File: config.mk
export PLATFORM = sky130hd
export DESIGN_NAME = pc_fetch_ctrl
export DESIGN_NICKNAME = d
export VERILOG_FILES = /design/src/rtl/pc_fetch_ctrl.sv
export SDC_FILE = /design/constraint.sdc
export NUM_CORES = 1
export LEC_CHECK = 0
export ABC_AREA = 1
export CORE_AREA = 2 2 177 179
export CTS_CLUSTER_DIAMETER = 150
export CTS_CLUSTER_SIZE = 12
export DETAILED_ROUTE_END_ITERATION = 7
export DIE_AREA = 0 0 179 181
export PLACE_DENSITY = 0.6
export SKIP_CTS_REPAIR_TIMING = 1
export SLEW_MARGIN = 20
export SYNTH_ARGS = -nofsm -noshare
export SYNTH_HDL_FRONTEND = slang
export SYNTH_SLANG_ARGS = --single-unit
File: constraint.sdc
create_clock -name clk -period 11.4 [get_ports clk]
set_clock_uncertainty 0.15 [all_clocks]
set_input_delay 3.42 -clock clk [delete_from_list [all_inputs] [get_ports clk]]
set_output_delay 3.42 -clock clk [all_outputs]
set_load 0.03 [all_outputs]
File: src/rtl/pc_fetch_ctrl.sv
// PC register and single-outstanding instruction fetch sequencer for the CPU front end.
// Optional trap redirect (trap in, epc out) is compiled in when PC_TRAP_EN is defined.
module pc_fetch_ctrl #(
    parameter logic [31:0] RESET_PC = 32'h0000_3000
`ifdef PC_TRAP_EN
    ,
    parameter logic [31:0] TRAP_VEC = 32'h0000_4180
`endif
) (
    input  logic        clk,
    input  logic        rst,
    output logic        imem_req,
    output logic [31:0] imem_addr,
    input  logic        imem_ack,
    input  logic [31:0] imem_rdata,
    output logic        inst_valid,
    output logic [31:0] inst,
    output logic [31:0] inst_pc,
    input  logic        inst_ready,
    input  logic [1:0]  npcctr,
    input  logic [15:0] br_offset,
    input  logic [25:0] j_addr,
    output logic [31:0] inst_count
`ifdef PC_TRAP_EN
    ,
    input  logic        trap,
    output logic [31:0] epc
`endif
);

    typedef enum logic [1:0] {
        IDLE = 2'd0,
        REQ  = 2'd1,
        HOLD = 2'd2
    } state_t;

    state_t      state_q, state_d;
    logic [31:0] pc_q, pc_d;
    logic [31:0] inst_q, inst_d;
    logic [31:0] inst_pc_q, inst_pc_d;
    logic [31:0] count_q, count_d;
    logic [31:0] npc;
`ifdef PC_TRAP_EN
    logic [31:0] epc_q, epc_d;
    logic        trap_pend_q, trap_pend_d;
`endif

    // Next PC is always relative to the held instruction's own PC.
    always_comb begin
        npc = inst_pc_q + 32'd4;
        case (npcctr)
            2'b01:   npc = inst_pc_q + 32'd4 + {{14{br_offset[15]}}, br_offset, 2'b00};
            2'b10:   npc = {inst_pc_q[31:28], j_addr, 2'b00};
            default: npc = inst_pc_q + 32'd4;
        endcase
    end

    always_comb begin
        state_d   = state_q;
        pc_d      = pc_q;
        inst_d    = inst_q;
        inst_pc_d = inst_pc_q;
        count_d   = count_q;
`ifdef PC_TRAP_EN
        epc_d       = epc_q;
        trap_pend_d = trap_pend_q;
`endif
        case (state_q)
            IDLE: state_d = REQ;
            REQ: begin
`ifdef PC_TRAP_EN
                // A trap seen during the fetch lets the bus transaction finish, then drops the word.
                if (imem_ack) begin
                    if (trap_pend_q || trap) begin
                        epc_d       = pc_q;
                        pc_d        = TRAP_VEC;
                        trap_pend_d = 1'b0;
                    end else begin
                        inst_d    = imem_rdata;
                        inst_pc_d = pc_q;
                        state_d   = HOLD;
                    end
                end else if (trap) begin
                    trap_pend_d = 1'b1;
                end
`else
                if (imem_ack) begin
                    inst_d    = imem_rdata;
                    inst_pc_d = pc_q;
                    state_d   = HOLD;
                end
`endif
            end
            HOLD: begin
`ifdef PC_TRAP_EN
                if (trap) begin
                    epc_d   = inst_pc_q;
                    pc_d    = TRAP_VEC;
                    state_d = REQ;
                end else if (inst_ready) begin
                    pc_d    = npc;
                    count_d = count_q + 32'd1;
                    state_d = REQ;
                end
`else
                if (inst_ready) begin
                    pc_d    = npc;
                    count_d = count_q + 32'd1;
                    state_d = REQ;
                end
`endif
            end
            default: state_d = IDLE;
        endcase
    end

    always_ff @(posedge clk or posedge rst) begin
        if (rst) begin
            state_q   <= IDLE;
            pc_q      <= RESET_PC;
            inst_q    <= 32'd0;
            inst_pc_q <= RESET_PC;
            count_q   <= 32'd0;
        end else begin
            state_q   <= state_d;
            pc_q      <= pc_d;
            inst_q    <= inst_d;
            inst_pc_q <= inst_pc_d;
            count_q   <= count_d;
        end
    end

`ifdef PC_TRAP_EN
    always_ff @(posedge clk or posedge rst) begin
        if (rst) begin
            epc_q       <= 32'd0;
            trap_pend_q <= 1'b0;
        end else begin
            epc_q       <= epc_d;
            trap_pend_q <= trap_pend_d;
        end
    end

    assign epc = epc_q;
`endif

    assign imem_req   = (state_q == REQ);
    assign inst_valid = (state_q == HOLD);
    assign imem_addr  = pc_q;
    assign inst       = inst_q;
    assign inst_pc    = inst_pc_q;
    assign inst_count = count_q;

endmodule

==> run_results.csv <==
group,metric,value,unit
status,run_status,"complete, no violations",
critical_path,crit_chain,"clkdlybuf4s50_1 > ha_1 > nand2_1 > nor2_1 > nor3b_1 > nand3_1 > nand3_1 > nand2_1 > nand3_1 > nand2_1 > nand2_1 > nand2_1",
critical_path,cp_slowest_cell,"clkdlybuf4s50_1",
logic_synthesis,yosysSeqAreaShare,0.373,
floorplan,die_area,0.0324,mm^2
logic_synthesis,synthAdderAreaFrac,0.0567,
logic_synthesis,synth_top_family_by_area,"simple AND/OR/NAND/NOR gates",
routing,drc,0,
critical_path,cp.required,11560,ps
place,place_ws,4800,ps
power_and_ir_drop,peakVddDrop,0.155,mV
logic_synthesis,synth_top_area_share,0.361,
final_layout,n_fill_cell,3122,
power_and_ir_drop,power.density,263,mW/mm^2
routing,drtIter0Drc,355,
grt,gr-usage-all-layers,0.192,
routing,dr_total_vias,8595,
critical_path,end_kind,"register",
timing,setup_viol,0,
grt,overflow,0,
timing,hold_violations,0,
timing,fin_crit_sh,0.546,
clock_network,cts-htree-levels,4,
routing,ant_nets,0,
critical_path,cp.arrival,6380,ps
timing,setup_ws,5180,ps
grt,gr-usage-met1,0.242,
clock_network,insertion_delay,410,ps
floorplan,fp-row-count,64,
critical_path,slowest_delay,910,ps
critical_path,cp.buffers_inverters,1,
logic_synthesis,synth_seq_cells,130,
grt,grt_pass1_vias,8674,
critical_path,critPathTopFamily,"simple AND/OR/NAND/NOR gates",
final_layout,fin_nets,1522,
final_layout,multi_input_area,0.00478,mm^2
critical_path,start_kind,"primary input",
grt,grt_max_degree,66,
logic_synthesis,synth-warning-count,0,
timing,fin_worst_hold_slack,330,ps
worst_hold_path,hold_path.class,"register to register",
logic_synthesis,synth_area_leaders,"dfrtp_1 (36%), nand2_1 (15%), inv_1 (6.7%)",
grt,grtUsageMet2,0.310,
clock_network,cts_tree,"done",
timing,relSlewSlack,0.362,
clock_network,cts_max_path_buffers,2,
critical_path,critPathMostFrequentCell,"nand2_1",
logic_synthesis,synthCells,1196,
timing,maxSlewViolCount,0,
grt,gr-usage-met3,0.0539,
routing,drt-total-wl,30.3,mm
logic_synthesis,yosysTopAreaCell,"dfrtp_1",
logic_synthesis,synthSimpleGateAreaFrac,0.291,
routing,routedWlPerCell,16.7,um
critical_path,critPathMaxFanout,21,
grt,grt-busiest-layer,"met2",
logic_synthesis,muxShareOfSynthArea,0.0516,
floorplan,die_h,181,um
grt,grt_pass1_wl,48.2,mm
grt,antenna_found_initial,0,
clock_network,cts_num_sinks,130,
timing,max_freq,0.161,GHz
logic_synthesis,synth_compound_area_frac,0.0963,
timing,rsz0062_at_grt,"false",
critical_path,path_class,"primary input to register",
timing,min_period,6220,ps
floorplan,coreArea,0.0303,mm^2
logic_synthesis,synth-xor-area-share,0.0512,
power_and_ir_drop,p_leak,5.72,nW
timing,setup_tns,0,ps
final_layout,seqCellArea,0.00326,mm^2
floorplan,io_pins,210,
place,port_buffers,209,
clock_network,root_buffer,"clkbuf_16",
logic_synthesis,synth_fp_nets,1315,
floorplan,initial_core_util,0.288,
clock_network,path_clk_slew,60,ps
timing,worst_pin_slew,954,ps
flow_run,drv_cap,0,
final_layout,drive_gt1_frac,0.0750,
clock_network,numCtsBuffers,17,
routing,drt_first_pass_iters,5,
place,dp_hpwl,24.0,mm
final_layout,area_growth,35.4,%
floorplan,die_w,179,um
final_layout,diodes,0,
place,gp_congestion,0.943,
logic_synthesis,synth_cell_type_count,42,
logic_synthesis,syn_area_per_cell,7.30,um^2
routing,via_per_inst,4.75,
logic_synthesis,synth_area,0.00873,mm^2
layer usage:
layer	routed length, um	part of all wire	up-vias
met1	13000	0.43	4009
li1	-	-	4253
met5	0	0	-
met4	974	0.032	0
met2	13900	0.46	294
met3	2370	0.078	39
area by class of cell:
type / count / share of cell area
Multi-Input combinational cell: 881 / 0.404
Sequential cell: 130 / 0.276
Timing Repair Buffer: 215 / 0.181
Inverter: 158 / 0.0504
Tap cell: 396 / 0.0419
Clock buffer: 19 / 0.0375
Clock inverter: 10 / 0.00963
cells in the mapped netlist, drive strengths merged:
library cell	instances
nor4	4
buf	8
o211ai	3
o31ai	1
and2	1
nand3	66
o22ai	1
a21oi	90
nand2	357
or2	2
dfrtp	126
inv	157
o21ai	54
nand3b	6
fa	1
o21bai	6
dfstp	4
xnor2	11
clkinv	1
a221o	1
nand4	19
a21o	3
mux2	40
nor3b	2
nor3	25
xor2	40
ha	38
nor2	109
clkbuf	19
a31oi	1
path summary, 6_finish.rpt:
kind                                                 start                          to  slack [ps]  cells after the start
worst min register to register  inst_count[31]$_DFFE_PP0P_  inst_count[31]$_DFFE_PP0P_         330                      1
min in group asynchronous                              rst         inst[3]$_DFFE_PP0P_        3150                      2
max in group asynchronous                              rst    imem_addr[0]$_DFFE_PP0P_        6240                      4
worst max register to register      inst_pc[3]$_DFFE_PP0P_   imem_addr[17]$_DFFE_PP0P_        7390                     21
worst min-delay path            inst_count[31]$_DFFE_PP0P_  inst_count[31]$_DFFE_PP0P_         330                      1
worst max-delay path                         br_offset[15]   imem_addr[26]$_DFFE_PP0P_        5180                     12
power by group:
part | internal [W] | switching, W | leakage [nW] | total (W)
sequential | 0.000641 | 0.000185 | 1.60 | 0.000826
clock | 0.000323 | 0.000206 | 0.274 | 0.000529
combinational | 0.000663 | 0.00110 | 3.85 | 0.00176
total | 0.00163 | 0.00149 | 5.72 | 0.00311
cells in the final DEF (no fill, tap or decap), types with 2 or more instances in the layout:
master	count
nor3_1	24
o21ai_0	53
o21bai_1	6
buf_4	6
or2_2	2
dfstp_2	4
clkdlybuf4s50_1	209
nor4_1	2
nor3b_1	2
ha_1	37
nand3b_1	6
a21oi_1	90
nand2_2	3
nand4_2	2
xor2_1	40
nor2_4	2
nand4_1	17
nor2_2	8
o211ai_1	3
mux2_2	40
bufinv_16	2
clkinv_2	4
inv_2	2
nand3_2	2
xnor2_1	11
a21o_1	3
nand3_1	63
dfrtp_1	126
clkbuf_16	17
inv_1	154
nor2_1	99
clkinv_4	3
nand2_1	353
state kept, by name (all words and copies together) (netlist names):
signal,flops
inst_pc,32
inst,32
inst_count,32
imem_addr,32
state_q,2
through the flow:
stage	total power (W)	cell area [um^2]	utilization	std cells
global route	0.00334	11800	0.390	1809
floorplan	0.00189	8730	-	1196
detailed placement	0.00258	11300	0.371	1780
finish	0.00311	11800	0.390	1809
global placement	0.00257	11300	0.371	1780
CTS	0.00313	11800	0.390	1809
kinds of logic (layout without fill, tap and decap cells):
kind of cell             count (synthesis)  in the layout
AO/OA/AOI/OAI                          160            160
XOR/XNOR                                51             51
adder cells (fa/ha/maj)                 39             39
buffers and inverters                  185            402
flip-flops                             130            130
multiplexers                            40             40
AND/OR/NAND/NOR                        591            591
Power figures use the tool's default switching activity.
